$ cat config.mk
export PLATFORM = sky130hd
export DESIGN_NAME = bist_seq_controller
export DESIGN_NICKNAME = d
export VERILOG_FILES = /design/src/rtl/bist_seq_controller.sv
export SDC_FILE = /design/constraint.sdc
export NUM_CORES = 1
export LEC_CHECK = 0
export ABC_CLOCK_PERIOD_IN_PS = 2250
export CAP_MARGIN = 20
export CORE_MARGIN = 1.5
export CORE_UTILIZATION = 52
export CTS_BUF_LIST = sky130_fd_sc_hd__clkbuf_4 sky130_fd_sc_hd__clkbuf_8
export DETAILED_ROUTE_END_ITERATION = 10
export PLACE_DENSITY = 0.88
export SYNTH_ARGS = -nofsm -noshare
export SYNTH_HDL_FRONTEND = slang
export SYNTH_SLANG_ARGS = --single-unit
$ cat constraint.sdc
create_clock -name clk -period 2.25 [get_ports clk]
set_input_delay 0.5625 -clock clk [delete_from_list [all_inputs] [get_ports clk]]
set_output_delay 0.5625 -clock clk [all_outputs]
set_load 0.1 [all_outputs]
$ cat src/rtl/bist_seq_controller.sv
// Sequences power-on BIST (with bounded retries and a timeout) before cycling equations in NORMAL.
// All outputs come straight from flops; reset is asynchronous and forces every output to its idle value.
module bist_seq_controller #(
  parameter int NUM_EQ        = 4,
  parameter int CYCLES_PER_EQ = 8,
  parameter int BIST_TIMEOUT  = 32,
  parameter int MAX_RETRY     = 1,
  localparam int EQ_W  = (NUM_EQ > 1) ? $clog2(NUM_EQ) : 1,
  localparam int CNT_W = (CYCLES_PER_EQ > 1) ? $clog2(CYCLES_PER_EQ) : 1,
  localparam int TO_W  = $clog2(BIST_TIMEOUT + 1),
  localparam int RT_W  = $clog2(MAX_RETRY + 1)
) (
  input  logic             clk,
  input  logic             rst,
  input  logic             start,
  input  logic             stop,
  input  logic             rerun_bist,
  input  logic             bist_active,
  input  logic             bist_pass,
  output logic             start_bist,
  output logic             normal_active,
  output logic [EQ_W-1:0]  sel_eq,
  output logic [CNT_W-1:0] cycle_count,
  output logic             bist_fail,
  output logic [RT_W-1:0]  retry_count,
  output logic [2:0]       state
);

  typedef enum logic [2:0] {
    IDLE      = 3'd0,
    BIST_REQ  = 3'd1,
    BIST_WAIT = 3'd2,
    READY     = 3'd3,
    NORMAL    = 3'd4,
    FAIL      = 3'd5
  } state_t;

  state_t           state_q, state_d;
  logic             act_q;
  logic [TO_W-1:0]  to_cnt;
  logic [TO_W-1:0]  to_cnt_inc;
  logic             done, timeout, retry_ok;

  assign to_cnt_inc = to_cnt + 1'b1;
  assign done       = act_q & ~bist_active;
  assign timeout    = (to_cnt_inc == TO_W'(BIST_TIMEOUT));
  assign retry_ok   = (retry_count < RT_W'(MAX_RETRY));

  always_comb begin
    state_d = state_q;
    case (state_q)
      IDLE:      state_d = BIST_REQ;
      BIST_REQ:  state_d = BIST_WAIT;
      BIST_WAIT: begin
        // A completion seen on the timeout cycle still counts as completion.
        if (done && bist_pass)  state_d = READY;
        else if (done || timeout) state_d = retry_ok ? BIST_REQ : FAIL;
      end
      READY: begin
        if (rerun_bist) state_d = BIST_REQ;
        else if (start) state_d = NORMAL;
      end
      NORMAL:    if (stop) state_d = READY;
      FAIL:      state_d = FAIL;
      default:   state_d = IDLE;
    endcase
  end

  always_ff @(posedge clk or posedge rst) begin
    if (rst) begin
      state_q       <= IDLE;
      act_q         <= 1'b0;
      to_cnt        <= '0;
      retry_count   <= '0;
      sel_eq        <= '0;
      cycle_count   <= '0;
      start_bist    <= 1'b0;
      normal_active <= 1'b0;
      bist_fail     <= 1'b0;
    end else begin
      state_q <= state_d;
      act_q   <= (state_d == BIST_REQ) ? 1'b0 : bist_active;

      if (state_q == BIST_REQ)                          to_cnt <= '0;
      else if (state_q == BIST_WAIT && !timeout)        to_cnt <= to_cnt_inc;

      if (state_q == READY && rerun_bist)
        retry_count <= '0;
      else if (state_q == BIST_WAIT && state_d == BIST_REQ && retry_ok)
        retry_count <= retry_count + 1'b1;

      // Counters only run while staying in NORMAL, so entry and exit both see zeros.
      if (state_q == NORMAL && state_d == NORMAL) begin
        if (cycle_count == CNT_W'(CYCLES_PER_EQ - 1)) begin
          cycle_count <= '0;
          sel_eq      <= (sel_eq == EQ_W'(NUM_EQ - 1)) ? '0 : sel_eq + 1'b1;
        end else begin
          cycle_count <= cycle_count + 1'b1;
        end
      end else begin
        cycle_count <= '0;
        sel_eq      <= '0;
      end

      start_bist    <= (state_d == BIST_REQ);
      normal_active <= (state_d == NORMAL);
      bist_fail     <= (state_d == FAIL);
    end
  end

  assign state = state_q;

endmodule
Yosys cells after proc, flatten, opt, wreduce, memory -nomap -nowiden --
Index checks and enable logic that the tools add are counted.
Storage, ports and cells: register bits 19, word-level logic and storage cells 56
Cells by class: equality and inequality tests 12, order comparisons 1, bitwise gates (word level) 2, $add $sub $neg 4, multiplexer cells 17, reduce and logical (&&, ||, !) cells 11
Operators with widths (number):
- $mux 3 | 8
- $pmux 3 s6 | 1
- $eq 3x3->1 const B | 5
- $mux 6 | 2
- $add 6x1->6 const B | 1
- $eq 3x1->1 const B | 2
- $eq 3x2->1 const B | 2
- $eq 6x6->1 const B | 1
- $logic_and 1x1->1 | 6
- $mux 2 | 3
- $reduce_bool 2->1 | 2
- $add 3x1->3 const B | 1
- $logic_not 3->1 | 1
- $mux 1 | 3
- $add 2x1->2 const B | 1
- $eq 2x2->1 const B | 1
- $ne 2x1->1 const B | 1
- $add 1x1->1 const B | 1
- $and 1x1->1 | 1
- $logic_not 1->1 | 1
- $logic_or 1x1->1 | 1
- $lt 1x1->1 const B | 1
- $not 1->1 | 1

Longest topological paths before layout --
Gate-level depths: netlist (run 1).
depth in word-level cells 11, gate-level depth with buffers 6, mapped depth without buffers 6

Worst setup path before layout (run 1) --
Ideal clock, no wire load.
path type flip-flop to flip-flop, start point register state_q[1] (netlist: state[1]), end point register to_cnt[5], path slack 119 ps, stages on the path, launching flop included 6, data required time 2121 ps, buffers on the path 0, data arrival time 2001 ps, path through dfrtp_1 > inv_1 > nor3_2 > o211ai_1 > o211ai_1 > o31ai_1
Between the ends: longest elaborated chain between the ends 3
RTL lines:
- start, declared | line 38 | state_t state_q, state_d;
- start signal, assigned | line 81 | state_q <= state_d;
- $eq 3x2->1 | line 85 | else if (state_q == BIST_WAIT && !timeout) to_cnt <= to_cnt_inc;
- $logic_and 1x1->1 | line 85
- $reduce_bool 2->1 (no source line)
- end signal, assigned | line 85
- end, declared | line 40 | logic [TO_W-1:0] to_cnt;
Several ways; a longest one is shown, not always the timed one. A chain may end at the register's enable or synchronous reset.

Worst setup path in the final report (run 1) --
start point input port stop, end point register act_q
Between the ends: longest elaborated chain between the ends 4
RTL lines:
- start, declared | line 16 | input logic stop,
- $mux 3 | line 63 | NORMAL: if (stop) state_d = READY;
- $pmux 3 s6 | line 51 | case (state_q)
- named net state_d[2] | line 38
- $eq 3x1->1 | line 82 | act_q <= (state_d == BIST_REQ) ? 1'b0 : bist_active;
- $mux 1 | line 82
- end signal, assigned | line 82
- end, declared | line 39 | logic act_q;
The timed path passes the listed nets, and every way through them passes these cells.

==> results.json, run 1 <==
{
  "status": "complete, no violations",
  "crit_family": "compound AO/OA/AOI/OAI gates",
  "sequentialPowerShare_pct": 33.4,
  "synth_cell_types": 31,
  "skew_ns": 0.003205,
  "worst-setup-path-type": "input pin to flip-flop",
  "fmax_mhz": 567.4,
  "powerDensity_mw_per_mm2": 1292,
  "setup_viol": 0,
  "dp_hpwl_um": 1447,
  "drtIter0Drc": 19,
  "hp-start": "cycle_count[0]",
  "pwr-share-clk_pct": 11.9,
  "cp.arrival_ns": 1.95,
  "path_cells": "clkdlybuf4s50_1 -> nor2b_1 -> o22ai_1 -> a31oi_4 -> inv_2 -> o31a_1",
  "fin_util_pct": 68.48,
  "antenna_left": 0,
  "drv_slew": 0,
  "cp_slowest_stage_delay_ns": 0.51,
  "r2r_start": "to_cnt[3]",
  "worst_slew_pin_slew_ns": 0.5316,
  "yosys_warnings": 0,
  "netSwitchingFraction_pct": 54.18,
  "whs_ns": 0.4742,
  "fin_crit_sh_pct": 78.33,
  "layout_common_cells": "dfrtp_1 (19), buf_4 (13), nor2_1 (9)",
  "hold_path.class": "flip-flop to flip-flop",
  "first_pass_iters": 4,
  "yosysSeqAreaShare_pct": 49.35,
  "rows": 15,
  "hold_depth": 1,
  "hold-path-endpoint": "cycle_count[0]",
  "startpoint_type": "input pin",
  "vias": 768,
  "post_cts_resized": 0,
  "io_pins": 19,
  "grt_max_degree": 20,
  "synth_seq_cells": 19,
  "cap_viol_max_count": 0,
  "internal_power_uw": 700.1,
  "syn_avg_cell_area_um2": 10.47,
  "grt_setup_unrepaired": "no",
  "grt_overflow": 0,
  "mostFrequentLayoutCell": "dfrtp_1",
  "cts_setup_buffers": 0,
  "cts_tree": "done",
  "peakVddDrop_mv": 1.094,
  "leakage_nw": 0.5551,
  "fillers": 143,
  "start_util_pct": 55.80,
  "relSlewSlack_pct": 64.29,
  "clk_latency_ns": 0.30,
  "cts_root_buf": "clkbuf_4",
  "slowest_stage": "clkdlybuf4s50_1",
  "finalHoldViolCount": 0,
  "netlist_instances": 92,
  "path_clk_slew_ns": 0.10,
  "die_h_um": 46.05,
  "path_buf_inv": 2,
  "wl_per_cell_um": 13.22,
  "gr-usage-all-layers_pct": 19.79,
  "ff2ff_setup_slack_ns": 0.55,
  "fin_setup_tns_ns": 0,
  "die_w_um": 46.05,
  "hold_buffers": 0,
  "cp-end-kind": "flip-flop",
  "layout-drive-gt1-share_pct": 20.87,
  "core_mm2": 0.001727,
  "synth_nets": 103,
  "cts_buffers": 3,
  "synth_area_um2": 963.4,
  "rr_endpoint": "act_q",
  "cts.sinks": 19,
  "via_per_inst": 5.486,
  "drc": 0,
  "pwr-share-comb_pct": 54.7,
  "port_buffers": 18,
  "path_max_fanout": 4,
  "n_antenna_cell": 0,
  "nets": 127,
  "grt_pass1_vias": 696,
  "grt_pass1_wl_um": 2918,
  "cts_buffer_depth": 2,
  "p_switching_uw": 828.0,
  "rr_worst_depth": 6,
  "h-tree-depth": 1,
  "area_growth_pct": 22.73,
  "cp.required_ns": 2.44,
  "gp_congestion": 0.8281,
  "antenna_found_initial": 0,
  "die_area_mm2": 0.002120,
  "period_needed_ns": 1.762,
  "drt_wl_total_um": 1851
}
-- cell families after synthesis --
logic type	after synthesis	synth area share, %
flops	19	49.35
fa+ha+maj	4	5.195
buf+inv	6	2.337
simple gates	37	20.13
mux	4	5.455
compound gates	20	15.71
xor+xnor	2	1.819
-- cells in the mapped netlist, drive strengths merged --
cell type	n	share of area (%)
and3b	1	0.91
nor2b	2	1.3
xor2	2	1.8
mux2i	4	5.5
inv	6	2.3
o22ai	2	1.9
and2	2	1.3
o31a	1	0.91
a32oi	1	0.91
nand2	8	3.1
a21oi	2	1.0
o21ai	7	4.0
o31ai	3	2.3
a31oi	1	2.2
and3	1	0.65
nand2b	2	1.3
nor3b	2	2.1
nor2	9	3.5
nor3	5	3.1
dfrtp	19	49
o211ai	3	2.3
or3	2	1.3
nand3	3	1.6
ha	4	5.2
-- metrics by stage --
| stage | cell area [µm²] | std cells | total power [mW] | worst slack, ns |
|---|---|---|---|---|
| global route | 1182 | 140 | 1.604 | 0.4216 |
| floorplan | 963.4 | 92 | 1.160 | 0.1191 |
| detailed placement | 1152 | 136 | 1.351 | 0.1784 |
| CTS | 1182 | 140 | 1.535 | 0.4946 |
| finish | 1182 | 140 | 1.528 | 0.4876 |
| global placement | 1152 | 136 | 1.328 | 0.2145 |
-- power by group through the flow --
stage                     clock network [mW]  registers, mW  logic (mW)
after floorplan                            0          0.866       0.294
after detailed placement                   0          0.516       0.834
after global routing                   0.196          0.523       0.885
after CTS                              0.187          0.509       0.838
after global placement                     0          0.512       0.816
final                                  0.182          0.510       0.837
-- registers in the layout (all words and copies together), names as in the netlist --
register       flops
normal_active      1
to_cnt             6
state              3
retry_count        1
sel_eq             2
bist_fail          1
cycle_count        3
start_bist         1
act_q              1
-- metal layers --
metal  vias to the layer above  wire length, µm  global-route usage (%)
li1                        375                -                       -
met1                       368              790                   24.44
met2                        20              946                   32.50
met3                         5               63                   2.381
met4                         0               50                   12.00
met5                         -                0                       0
-- worst register-to-register path, delay by kind of cell, from the launching register on --
kind | cells | cell delay (ns)
AO/OA/AOI/OAI | 3 | 0.63
buffers and inverters | 1 | 0.07
flip-flops | 1 | 0.44
multiplexers | 1 | 0.23
AND/OR/NAND/NOR | 1 | 0.23
-- worst max-delay path by stage --
stage / from / endpoint / slack (ns) / cells after the start
3_3_place_gp: bist_active / act_q / 0.21 / 6
6_report: stop / act_q / 0.49 / 6
5_1_grt: bist_active / act_q / 0.42 / 6
3_5_place_dp: stop / act_q / 0.18 / 6
2_1_floorplan: state[1] / to_cnt[5] / 0.12 / 5
4_1_cts: stop / act_q / 0.49 / 6
-- area by class of cell --
| class | instances | area (µm²) | area share, % |
|---|---|---|---|
| clock buffer | 4 | 30.03 | 2.540 |
| inverter | 6 | 22.52 | 1.905 |
| multi-input combinational | 67 | 465.4 | 39.37 |
| sequential | 19 | 475.5 | 40.21 |
| tap | 25 | 31.28 | 2.646 |
| timing repair buffer | 19 | 157.7 | 13.33 |
Power figures use the tool's default switching activity.
==> inputs of run 2 (changes only) <==
--- a/config.mk
+++ b/config.mk
@@ -5,7 +5,7 @@
 export SDC_FILE = /design/constraint.sdc
 export NUM_CORES = 1
 export LEC_CHECK = 0
-export ABC_CLOCK_PERIOD_IN_PS = 2250
+export ABC_CLOCK_PERIOD_IN_PS = 1800
 export CAP_MARGIN = 20
 export CORE_MARGIN = 1.5
 export CORE_UTILIZATION = 52
==> constraint.sdc (replaced) <==
create_clock -name clk -period 1.8 [get_ports clk]
set_input_delay 0.45 -clock clk [delete_from_list [all_inputs] [get_ports clk]]
set_output_delay 0.45 -clock clk [all_outputs]
set_load 0.1 [all_outputs]
==> run 2 against run 1 <==
Against the previous run:
- register-to-register slack worse by 0.44 ns
- largest power group unchanged
- largest cell class unchanged
- combinational power grew 52%
- via count rose by 4.3%
- worst setup slack got worse by 0.38 ns
- die area unchanged
- sequential share of layout area shrank 4.8 points
- sequential cell count unchanged
- worst hold slack worse by 0.023 ns
- wire length is 16% higher
- critical endpoint unchanged
==> results.json, run 2 (synthesis results as in run 1) <==
{
  "grt_setup_unrepaired": "no",
  "core_mm2": 0.001727,
  "busiest_layer": "met2",
  "start_util_pct": 55.80,
  "wl_per_cell_um": 15.13,
  "port_buffers": 18,
  "worst_slew_pin_slew_ns": 0.4449,
  "use_met2_pct": 43.61,
  "cts_buffers": 3,
  "layout-drive-gt1-share_pct": 26.50,
  "relSlewSlack_pct": 70.18,
  "drtIter0Drc": 24,
  "io_pins": 19,
  "dp_hpwl_um": 1609,
  "skew_ns": 0.007538,
  "antenna_left": 0,
  "grt_overflow": 0,
  "hold_path.class": "input pin to asynchronous set/reset pin",
  "fin_util_pct": 78.55,
  "cp.required_ns": 1.99,
  "via_per_inst": 5.641,
  "fmax_mhz": 590.1,
  "setup_viol": 0,
  "first_pass_iters": 4,
  "whs_ns": 0.4508,
  "gp_congestion": 0.8147,
  "h-tree-depth": 1,
  "path_cells": "and3b_1 -> mux2i_4 -> o22ai_2 -> a31oi_4 -> inv_2 -> o31a_1",
  "die_h_um": 46.05,
  "finalHoldViolCount": 0,
  "drt_wl_total_um": 2149,
  "drv_slew": 0,
  "die_w_um": 46.05,
  "fin_setup_tns_ns": 0,
  "worst-setup-path-type": "flip-flop to flip-flop",
  "largest_reg_flops": 6,
  "startpoint_type": "flip-flop",
  "fin_crit_sh_pct": 94.14,
  "status": "complete, no violations",
  "cts_buffer_depth": 2,
  "cts_root_buf": "clkbuf_4",
  "slowest_stage": "dfrtp_2",
  "grt_pass1_vias": 833,
  "n_antenna_cell": 0,
  "path_clk_slew_ns": 0.11,
  "layout_common_cells": "dfrtp_1 (15), buf_12 (12), nor2_1 (9)",
  "cts_tree": "done",
  "cp-end-kind": "flip-flop",
  "powerDensity_mw_per_mm2": 1617,
  "cts_setup_buffers": 0,
  "met1_usage_pct": 26.79,
  "clk_latency_ns": 0.30,
  "nets": 129,
  "regMostFlops": "to_cnt",
  "cts.sinks": 19,
  "cp.arrival_ns": 1.89,
  "gr-usage-all-layers_pct": 24.55,
  "vias": 801,
  "antenna_found_initial": 0,
  "mostFrequentLayoutCell": "dfrtp_1",
  "peakVddDrop_mv": 1.250,
  "grt_pass1_wl_um": 3588,
  "path_max_fanout": 5,
  "area_growth_pct": 40.78,
  "met3_usage_pct": 6.746,
  "leakage_nw": 0.5990,
  "grt_max_degree": 20,
  "rows": 15,
  "cap_viol_max_count": 0,
  "cp_slowest_stage_delay_ns": 0.46,
  "die_area_mm2": 0.002120,
  "period_needed_ns": 1.695,
  "drc": 0
}
==> run 2: area by class of cell <==
class / count / area, µm²
clock buffer: 4 / 30.03
fill: 119 / 370.4
inverter: 6 / 22.52
multi-input combinational: 67 / 469.2
sequential: 19 / 480.5
tap: 25 / 31.28
timing repair buffer: 21 / 322.8
==> run 2: power by group <==
group	internal, mW	switching (mW)
clock	0.101	0.131
combinational	0.436	0.838
sequential	0.533	0.153
==> run 2: worst paths after layout <==
check | startpoint | to | slack, ns | cells after the start
setup / recovery | to_cnt[3] | act_q | 0.11 | 6
max in group asynchronous | rst | state[1] | 1.13 | 3
min in group clk | to_cnt[5] | to_cnt[5] | 0.53 | 1
setup reg to reg | to_cnt[3] | act_q | 0.11 | 6
hold reg to reg | to_cnt[5] | to_cnt[5] | 0.53 | 1
hold / removal | rst | to_cnt[5] | 0.45 | 3
==> run 2: worst max-delay path, delay by kind of cell, from the launching register on <==
kind	cells	cell delay, ns
compound gates	3	0.63
buf+inv	1	0.07
flops	1	0.46
mux	1	0.21
simple gates	1	0.21
==> run 2: per-layer routing <==
layer,routed length [µm],up-vias
li1,-,377
met1,814,389
met3,100,6
met5,0,-
met4,37,0
met2,1197,29
==> run 2: timing repair <==
action | 4_1_cts | 5_1_grt
endpoints found under the setup margin | 0 | 2
hold buffers | 0 | 0
resized for setup | 0 | 2
==> run 2: per-stage QoR <==
step / power [mW] / instances / instance area, µm² / worst slack [ns]
after floorplan: 1.456 / 92 / 967.2 / 0.004759
after global placement: 1.890 / 138 / 1321 / -0.1100
after detailed placement: 1.936 / 138 / 1321 / -0.1873
after CTS: 2.175 / 142 / 1351 / 0.02056
after global routing: 2.293 / 142 / 1356 / 0.02501
final: 2.193 / 142 / 1356 / 0.1054
==> inputs of run 3 (changes only) <==
--- a/config.mk
+++ b/config.mk
@@ -7,7 +7,7 @@
 export LEC_CHECK = 0
 export ABC_CLOCK_PERIOD_IN_PS = 1800
 export CAP_MARGIN = 20
-export CORE_MARGIN = 1.5
+export CORE_MARGIN = 2
 export CORE_UTILIZATION = 52
 export CTS_BUF_LIST = sky130_fd_sc_hd__clkbuf_4 sky130_fd_sc_hd__clkbuf_8
 export DETAILED_ROUTE_END_ITERATION = 10
==> run 3 against run 2 <==
Against the previous run:
- total power decreased by 2.6%
- core utilization increased by 0.15 points
- critical endpoint unchanged
- largest power group unchanged
- worst hold slack got worse by 0.0019 ns
- non-clock buffer count increased by 1
- clock power decreased by 3%
- wire length decreased by 9.9%
==> results.json, run 3 (synthesis results as in run 1) <==
{
  "rr_worst_depth": 6,
  "port_buffers": 18,
  "antenna_left": 0,
  "layout-drive-gt1-share_pct": 25.42,
  "vias": 766,
  "cp-end-kind": "flip-flop",
  "gp_congestion": 0.8177,
  "cts.sinks": 19,
  "fin_crit_sh_pct": 94.23,
  "drv_slew": 0,
  "cts_tree": "done",
  "finalHoldViolCount": 0,
  "drtIter0Drc": 24,
  "post_cts_resized": 0,
  "die_area_mm2": 0.002213,
  "regMostFlops": "to_cnt",
  "peakVddDrop_mv": 1.104,
  "period_needed_ns": 1.696,
  "grt_max_degree": 20,
  "largest_reg_flops": 6,
  "clk_latency_ns": 0.30,
  "fmax_mhz": 589.5,
  "drt_wl_total_um": 1937,
  "start_util_pct": 55.80,
  "h-tree-depth": 1,
  "powerDensity_mw_per_mm2": 1572,
  "fin_util_pct": 78.70,
  "mostFrequentLayoutCell": "dfrtp_1",
  "startpoint_type": "flip-flop",
  "r2r_start": "to_cnt[3]",
  "hold_buffers": 0,
  "post_dp_cell_area_mm2": 0.001329,
  "cp.arrival_ns": 1.88,
  "cts_buffers": 3,
  "cap_viol_max_count": 0,
  "rr_endpoint": "act_q",
  "cts_setup_buffers": 0,
  "leakage_nw": 0.6052,
  "die_h_um": 47.05,
  "antenna_found_initial": 0,
  "core_mm2": 0.001727,
  "cts_buffer_depth": 2,
  "nets": 130,
  "status": "complete, no violations",
  "first_pass_iters": 4,
  "setup_viol": 0,
  "grt_pass1_wl_um": 3256,
  "wl_per_cell_um": 13.55,
  "worst_slew_pin_slew_ns": 0.4577,
  "grt_pass1_vias": 772,
  "via_per_inst": 5.357,
  "worst-setup-path-type": "flip-flop to flip-flop",
  "cts_root_buf": "clkbuf_4",
  "gr-usage-all-layers_pct": 21.55,
  "io_pins": 19,
  "area_growth_pct": 41.04,
  "relSlewSlack_pct": 69.25,
  "layout_common_cells": "dfrtp_1 (16), buf_12 (12), nor2_1 (9)",
  "cp.required_ns": 1.99,
  "path_clk_slew_ns": 0.10,
  "final_area_mm2": 0.001359,
  "path_max_fanout": 5,
  "drc": 0,
  "hold_path.class": "input pin to asynchronous set/reset pin",
  "die_w_um": 47.05,
  "grt_setup_unrepaired": "no",
  "dp_hpwl_um": 1582,
  "n_antenna_cell": 0,
  "ff2ff_setup_slack_ns": 0.10,
  "grt_overflow": 0,
  "skew_ns": 0.008972,
  "fin_setup_tns_ns": 0,
  "rows": 15
}
run 3: critical path: stages (launching register included):
cell and delay, ns:
dfrtp_1 0.45, and3b_1 0.23, mux2i_4 0.22, o22ai_2 0.13
a31oi_4 0.23, inv_2 0.06, o31a_1 0.27
run 3: layer usage:
| layer | GRT usage (%) | vias up | share of wire [%] |
|---|---|---|---|
| li1 | - | 381 | - |
| met1 | 25.74 | 355 | 41 |
| met2 | 38.63 | 25 | 53 |
| met3 | 2.308 | 5 | 3.2 |
| met4 | 10.00 | 0 | 2.5 |
| met5 | 0 | - | 0 |
run 3: worst max-delay path by stage:
stage,start,to,slack [ns],depth (start not counted)
CTS,to_cnt[3],act_q,0.11,6
global route,to_cnt[3],act_q,0.03,6
detailed placement,bist_active,act_q,-0.15,7
floorplan,state[1],to_cnt[5],0.005,5
finish,to_cnt[3],act_q,0.10,6
global placement,bist_active,act_q,-0.11,7
run 3: report_power, final:
part	internal (mW)	leakage, nW	switching [mW]
clock	0.101	0.0184	0.125
sequential	0.533	0.249	0.145
combinational	0.433	0.337	0.798
run 3: final cells by class:
class	count	area (µm²)
fillers	116	367.9
repair buffers	22	330.3
inverters	6	22.52
well taps	25	31.28
multi-input cells	67	465.4
clock buffers	4	30.03
flip-flops and latches	19	479.2
run 3: stage by stage:
step,instances,hold WS [ns],power [mW],setup WS [ns]
floorplan,92,0.4009,1.456,0.004759
global placement,139,0.4910,1.891,-0.1084
detailed placement,139,0.4910,1.919,-0.1530
CTS,143,0.4579,2.147,0.1144
global route,143,0.5160,2.241,0.03344
finish,143,0.4489,2.136,0.1038
